**config.mk**
```make
export PLATFORM = sky130hd
export DESIGN_NAME = weighted_rr_arbiter
export DESIGN_NICKNAME = d
export VERILOG_FILES = /design/src/rtl/arb_pkg.sv /design/src/rtl/rr_mask_pick.sv /design/src/rtl/weighted_rr_arbiter.sv
export SDC_FILE = /design/constraint.sdc
export NUM_CORES = 1
export LEC_CHECK = 0
export BUFFER_PORTS_ARGS = -buffer_cell sky130_fd_sc_hd__buf_2
export CAP_MARGIN = 40
export CORE_UTILIZATION = 45
export DETAILED_ROUTE_END_ITERATION = 7
export HOLD_SLACK_MARGIN = 0.1
export PLACE_DENSITY = 0.7
export RECOVER_POWER = 100
export SETUP_SLACK_MARGIN = 0.2
export SLEW_MARGIN = 10
export SYNTH_ARGS = -nofsm -noshare
export SYNTH_HDL_FRONTEND = slang
export SYNTH_SLANG_ARGS = --single-unit
export TNS_END_PERCENT = 5
```
**constraint.sdc**
```tcl
create_clock -name clk -period 3.4 [get_ports clk]
set_clock_uncertainty 0.05 [all_clocks]
set_input_delay 0.68 -clock clk [delete_from_list [all_inputs] [get_ports clk]]
set_output_delay 0.68 -clock clk [all_outputs]
set_load 0.03 [all_outputs]
```
**src/rtl/arb_pkg.sv**
```systemverilog
// Shared types and helpers for the weighted round-robin arbiter.
// Holds the FSM state encoding and the one-hot to binary index conversion.
package arb_pkg;

    localparam int ARB_MAX_N = 32;

    typedef enum logic {
        IDLE = 1'b0,
        OWN  = 1'b1
    } arb_state_e;

    function automatic logic [4:0] onehot_to_bin(input logic [ARB_MAX_N-1:0] oh);
        logic [4:0] b;
        b = '0;
        for (int i = 0; i < ARB_MAX_N; i++) begin
            if (oh[i]) begin
                b = b | 5'(i);
            end
        end
        return b;
    endfunction

endpackage

```
**src/rtl/rr_mask_pick.sv**
```systemverilog
// Combinational round-robin winner picker: requesters above ptr take priority,
// otherwise the lowest-index request overall wins. Output is one-hot or zero.
module rr_mask_pick #(
    parameter int N  = 4,
    parameter int IW = $clog2(N)
) (
    input  logic [N-1:0]  req,
    input  logic [IW-1:0] ptr,
    output logic [N-1:0]  pick
);

    logic [N-1:0] masked;
    logic [N-1:0] pick_m;
    logic [N-1:0] pick_u;
    logic         found_m;
    logic         found_u;

    always_comb begin
        masked  = '0;
        pick_m  = '0;
        pick_u  = '0;
        found_m = 1'b0;
        found_u = 1'b0;
        for (int i = 0; i < N; i++) begin
            masked[i] = req[i] && (IW'(i) > ptr);
        end
        for (int i = 0; i < N; i++) begin
            if (masked[i] && !found_m) begin
                pick_m[i] = 1'b1;
                found_m   = 1'b1;
            end
            if (req[i] && !found_u) begin
                pick_u[i] = 1'b1;
                found_u   = 1'b1;
            end
        end
        pick = found_m ? pick_m : pick_u;
    end

endmodule

```
**src/rtl/weighted_rr_arbiter.sv**
```systemverilog
// Weighted round-robin arbiter: the owner keeps its registered one-hot grant
// for up to max(weight,1) acked beats or until it drops req, then priority rotates.
module weighted_rr_arbiter
    import arb_pkg::*;
#(
    parameter int N  = 4,
    parameter int WW = 4,
    parameter int IW = $clog2(N)
) (
    input  logic            clk,
    input  logic            rst,
    input  logic [N-1:0]    req,
    input  logic [N*WW-1:0] weight,
    input  logic            ack,
    output logic [N-1:0]    grant,
    output logic            grant_valid,
    output logic [IW-1:0]   grant_id
);

    arb_state_e    state_q, state_d;
    logic [IW-1:0] ptr_q, ptr_d;
    logic [WW-1:0] credit_q, credit_d;
    logic [N-1:0]  grant_q, grant_d;
    logic          grant_valid_q, grant_valid_d;
    logic [IW-1:0] grant_id_q, grant_id_d;

    logic          rel_budget;
    logic          rel_withdraw;
    logic [N-1:0]  pick_req;
    logic [IW-1:0] pick_ptr;
    logic [N-1:0]  pick;
    logic [IW-1:0] pick_id;
    logic [WW-1:0] pick_w;
    logic [WW-1:0] pick_load;

    // On release the pointer moves to the outgoing owner, so the picker sees it now.
    assign rel_budget   = (state_q == OWN) && ack && (credit_q == WW'(1));
    assign rel_withdraw = (state_q == OWN) && ((req & grant_q) == '0);
    assign pick_req     = rel_withdraw ? (req & ~grant_q) : req;
    assign pick_ptr     = (state_q == OWN) ? grant_id_q : ptr_q;
    assign pick_id      = IW'(onehot_to_bin(ARB_MAX_N'(pick)));
    assign pick_w       = weight[pick_id*WW +: WW];
    assign pick_load    = (pick_w == '0) ? WW'(1) : pick_w;

    rr_mask_pick #(.N(N), .IW(IW)) u_pick (
        .req  (pick_req),
        .ptr  (pick_ptr),
        .pick (pick)
    );

    always_comb begin
        state_d       = state_q;
        ptr_d         = ptr_q;
        credit_d      = credit_q;
        grant_d       = grant_q;
        grant_id_d    = grant_id_q;
        unique case (state_q)
            IDLE: begin
                if (pick != '0) begin
                    state_d    = OWN;
                    grant_d    = pick;
                    grant_id_d = pick_id;
                    credit_d   = pick_load;
                end
            end
            OWN: begin
                if (ack) begin
                    credit_d = credit_q - WW'(1);
                end
                if (rel_budget || rel_withdraw) begin
                    ptr_d = grant_id_q;
                    if (pick != '0) begin
                        grant_d    = pick;
                        grant_id_d = pick_id;
                        credit_d   = pick_load;
                    end else begin
                        state_d    = IDLE;
                        grant_d    = '0;
                        grant_id_d = '0;
                        credit_d   = '0;
                    end
                end
            end
            default: begin
                state_d = IDLE;
            end
        endcase
        grant_valid_d = (grant_d != '0);
    end

    always_ff @(posedge clk) begin
        if (rst) begin
            state_q       <= IDLE;
            ptr_q         <= IW'(N - 1);
            credit_q      <= '0;
            grant_q       <= '0;
            grant_valid_q <= 1'b0;
            grant_id_q    <= '0;
        end else begin
            state_q       <= state_d;
            ptr_q         <= ptr_d;
            credit_q      <= credit_d;
            grant_q       <= grant_d;
            grant_valid_q <= grant_valid_d;
            grant_id_q    <= grant_id_d;
        end
    end

    assign grant       = grant_q;
    assign grant_valid = grant_valid_q;
    assign grant_id    = grant_id_q;

endmodule

```
==> results.sh <==
export IMPL_die_y_um=52.9
export IMPL_start_util_pct=47.5
export IMPL_hold_depth=2
export IMPL_ctsResizeCount=0
export IMPL_regArea_um2=280
export IMPL_cts_setup_buffers=0
export IMPL_syn_avg_cell_area_um2=8.09
export IMPL_num_vias=1189
export IMPL_dieArea_um2=2800
export IMPL_syn_inst=144
export IMPL_critical_path_top_delay_family="compound AO/OA/AOI/OAI gates"
export IMPL_final_fill_count=252
export IMPL_ys_types=48
export IMPL_cts_root_buffer="clkbuf_4"
export IMPL_synth_nets=169
export IMPL_required_ns=3.56
export IMPL_globalplace_congestion=0.870
export IMPL_grt_max_degree=15
export IMPL_post_route_util_pct=53.2
export IMPL_cts_max_level=1
export IMPL_cts_tree="built"
export IMPL_max_slew_worst_pin_slew_ns=0.692
export IMPL_crit_buf_inv=0
export IMPL_rr_startpoint="state_q$_SDFF_PP0_"
export IMPL_cp_slowest_cell="mux2i_1"
export IMPL_areaGrowthSynthToFinish_pct=12.1
export IMPL_cp_end_kind="flop"
export IMPL_report_final_slew_viol_count=0
export IMPL_setup_viol=0
export IMPL_first_pass_iters=4
export IMPL_fin_setup_tns_ns=0
export IMPL_nNetsFinal=194
export IMPL_placed_cell_area_um2=1290
export IMPL_path_clk_slew_ns=0.09
export IMPL_status="complete, no violations"
export IMPL_cap_violations=0
export IMPL_worst_setup_path_start_kind="flop"
export IMPL_ys_async_sr_fraction_pct=0
export IMPL_antenna_found_initial=0
export IMPL_synth_area_leaders="dfxtp_1 24%, nor2_1 5.2%, inv_1 3.5%"
export IMPL_drt_wl_total_um=2900
export IMPL_cp_slowest_stage_delay_ns=0.63
export IMPL_min_period_over_period_pct=76.0
export IMPL_leakage_nw=0.574
export IMPL_viasPerCell=6.01
export IMPL_hold_violations=0
export IMPL_crit_path_cell_trace="mux2i_1 > a2bb2oi_1 > o211ai_4 > a32oi_1 > a211o_1 > a31oi_1"
export IMPL_max_freq_mhz=387
export IMPL_hold_path_class="reg2reg"
export IMPL_cp_endpoint="credit_q[2]$_SDFFE_PP0P_"
export IMPL_row_count=18
export IMPL_synth_area_um2=1160
export IMPL_crit_type="reg2reg"
export IMPL_critPathLaunch="state_q$_SDFF_PP0_"
export IMPL_drtIter0Drc=23
export IMPL_r2r_end="credit_q[2]$_SDFFE_PP0P_"
export IMPL_yosysTopAreaCell="dfxtp_1"
export IMPL_die_w_um=52.9
export IMPL_clk_latency_ns=0.27
export IMPL_synth_edf_count=0
export IMPL_r2r_cells=6
export IMPL_antenna_left=0
export IMPL_grt_pass1_vias=1093
export IMPL_drc=0
export IMPL_drive_gt1_share_pct=22.0
export IMPL_synth_flop_cell="dfxtp_1"
export IMPL_wl_per_cell_um=14.7
export IMPL_seq_area_frac_synth_pct=24.1
export IMPL_vdd_ir_drop_max_mv=0.316
export IMPL_power_density_nw_per_um2=476
export IMPL_crit_fanout=11
export IMPL_overflow=0
export IMPL_dp_hpwl_um=2220
export IMPL_grt_pass1_wl_um=4980
export IMPL_ys_warn_count=0
export IMPL_antenna_cells=0
export IMPL_cts_hold_buf=0
export IMPL_multi_input_area_um2=776
export IMPL_synth_top_cells_by_count="16 x nor2_1, 14 x dfxtp_1, 11 x inv_1"
export IMPL_synth_top_area_share_pct=24.1
export IMPL_ios=30
export IMPL_fin_area_um2=1310
export IMPL_rsz0062_at_grt="no"
export IMPL_cp_depth=6
export IMPL_clockBufferDepth=2
export IMPL_slew_headroom_pct=53.4
export IMPL_io_buffers=29
export IMPL_synth_seq_cells=14
export IMPL_cts_buffers=3
export IMPL_reg2reg_slack_ns=0.82
export IMPL_grt_usage_pct=23.8
export IMPL_core_area_um2=2450
export IMPL_power_uw=621
export IMPL_period_minus_slack_ns=2.58
export IMPL_clock_sinks=14
export IMPL_arrival_ns=2.74
export IMPL_post_synth_top_count_cell="nor2_1"
worst min path at each step:
| stage | from | end |
|---|---|---|
| after floorplan | credit_q[2]$_SDFFE_PP0P_ | credit_q[2]$_SDFFE_PP0P_ |
| after global placement | credit_q[2]$_SDFFE_PP0P_ | credit_q[2]$_SDFFE_PP0P_ |
| after detailed placement | credit_q[2]$_SDFFE_PP0P_ | credit_q[2]$_SDFFE_PP0P_ |
| after CTS | credit_q[2]$_SDFFE_PP0P_ | credit_q[2]$_SDFFE_PP0P_ |
| after global routing | credit_q[2]$_SDFFE_PP0P_ | credit_q[2]$_SDFFE_PP0P_ |
| final | ptr_q[0]$_SDFFE_PP1P_ | ptr_q[0]$_SDFFE_PP1P_ |
cell families (layout without fill, tap and decap cells):
logic type	after synthesis	in the layout	share of synthesized area (%)
AO/OA/AOI/OAI	53	53	36.7
AND/OR/NAND/NOR	47	47	21.4
buffers and inverters	20	44	8.38
flip-flops	14	14	24.1
multiplexers	5	5	5.05
XOR/XNOR	3	3	2.26
adder cells (fa/ha/maj)	2	2	2.15
placed cells by master, fill, tap and decap left out, types with 3 or more instances in the layout:
cell	instances
nand2_1	9
a32oi_1	3
nor2_1	16
o21ai_0	8
dfxtp_1	14
a22oi_1	5
a31oi_1	4
nand3_1	6
a21oi_1	6
mux2i_1	4
buf_2	21
a211o_1	4
inv_1	11
clkbuf_1	8
clkbuf_4	3
nor3_1	4
xnor2_1	3
power by group:
| group | leakage (nW) | switching [mW] | internal, mW |
|---|---|---|---|
| Sequential | 0.116 | 0.0327 | 0.191 |
| Clock | 0.0210 | 0.0561 | 0.0650 |
| Combinational | 0.437 | 0.163 | 0.114 |
| Total | 0.574 | 0.251 | 0.370 |
worst register-to-register path: cells and delay by family, from the launching register on:
family          cells  cell delay (ns)
compound gates      5             1.26
flops               1             0.58
mux                 1             0.63
per-stage QoR:
| step | cells | hold slack, ns | setup slack (ns) |
|---|---|---|---|
| final | 198 | 0.486 | 0.818 |
| after global routing | 198 | 0.516 | 0.640 |
| after CTS | 198 | 0.487 | 0.973 |
| after detailed placement | 194 | 0.475 | 0.887 |
| after global placement | 194 | 0.463 | 0.957 |
| after floorplan | 144 | 0.435 | 1.06 |
layer usage:
| layer | GRT usage [%] | up-vias | routed length (um) |
|---|---|---|---|
| met3 | 2.87 | 2 | 167 |
| met2 | 40.5 | 35 | 1360 |
| met4 | 2.63 | 0 | 15 |
| li1 | - | 597 | - |
| met5 | 0 | - | 0 |
| met1 | 32.8 | 555 | 1360 |
flip-flops by register name, summed over array words and instances, names as in the netlist:
register,count
credit_q,4
ptr_q,2
state_q,1
grant_valid,1
grant,4
grant_id,2
final cells by class:
type / count / area share [%]
Clock buffer: 4 / 2.78
Multi-Input combinational cell: 110 / 59.4
Inverter: 11 / 3.16
Tap cell: 30 / 2.87
Sequential cell: 14 / 21.5
Timing Repair Buffer: 29 / 10.3
Power figures use the tool's default switching activity.
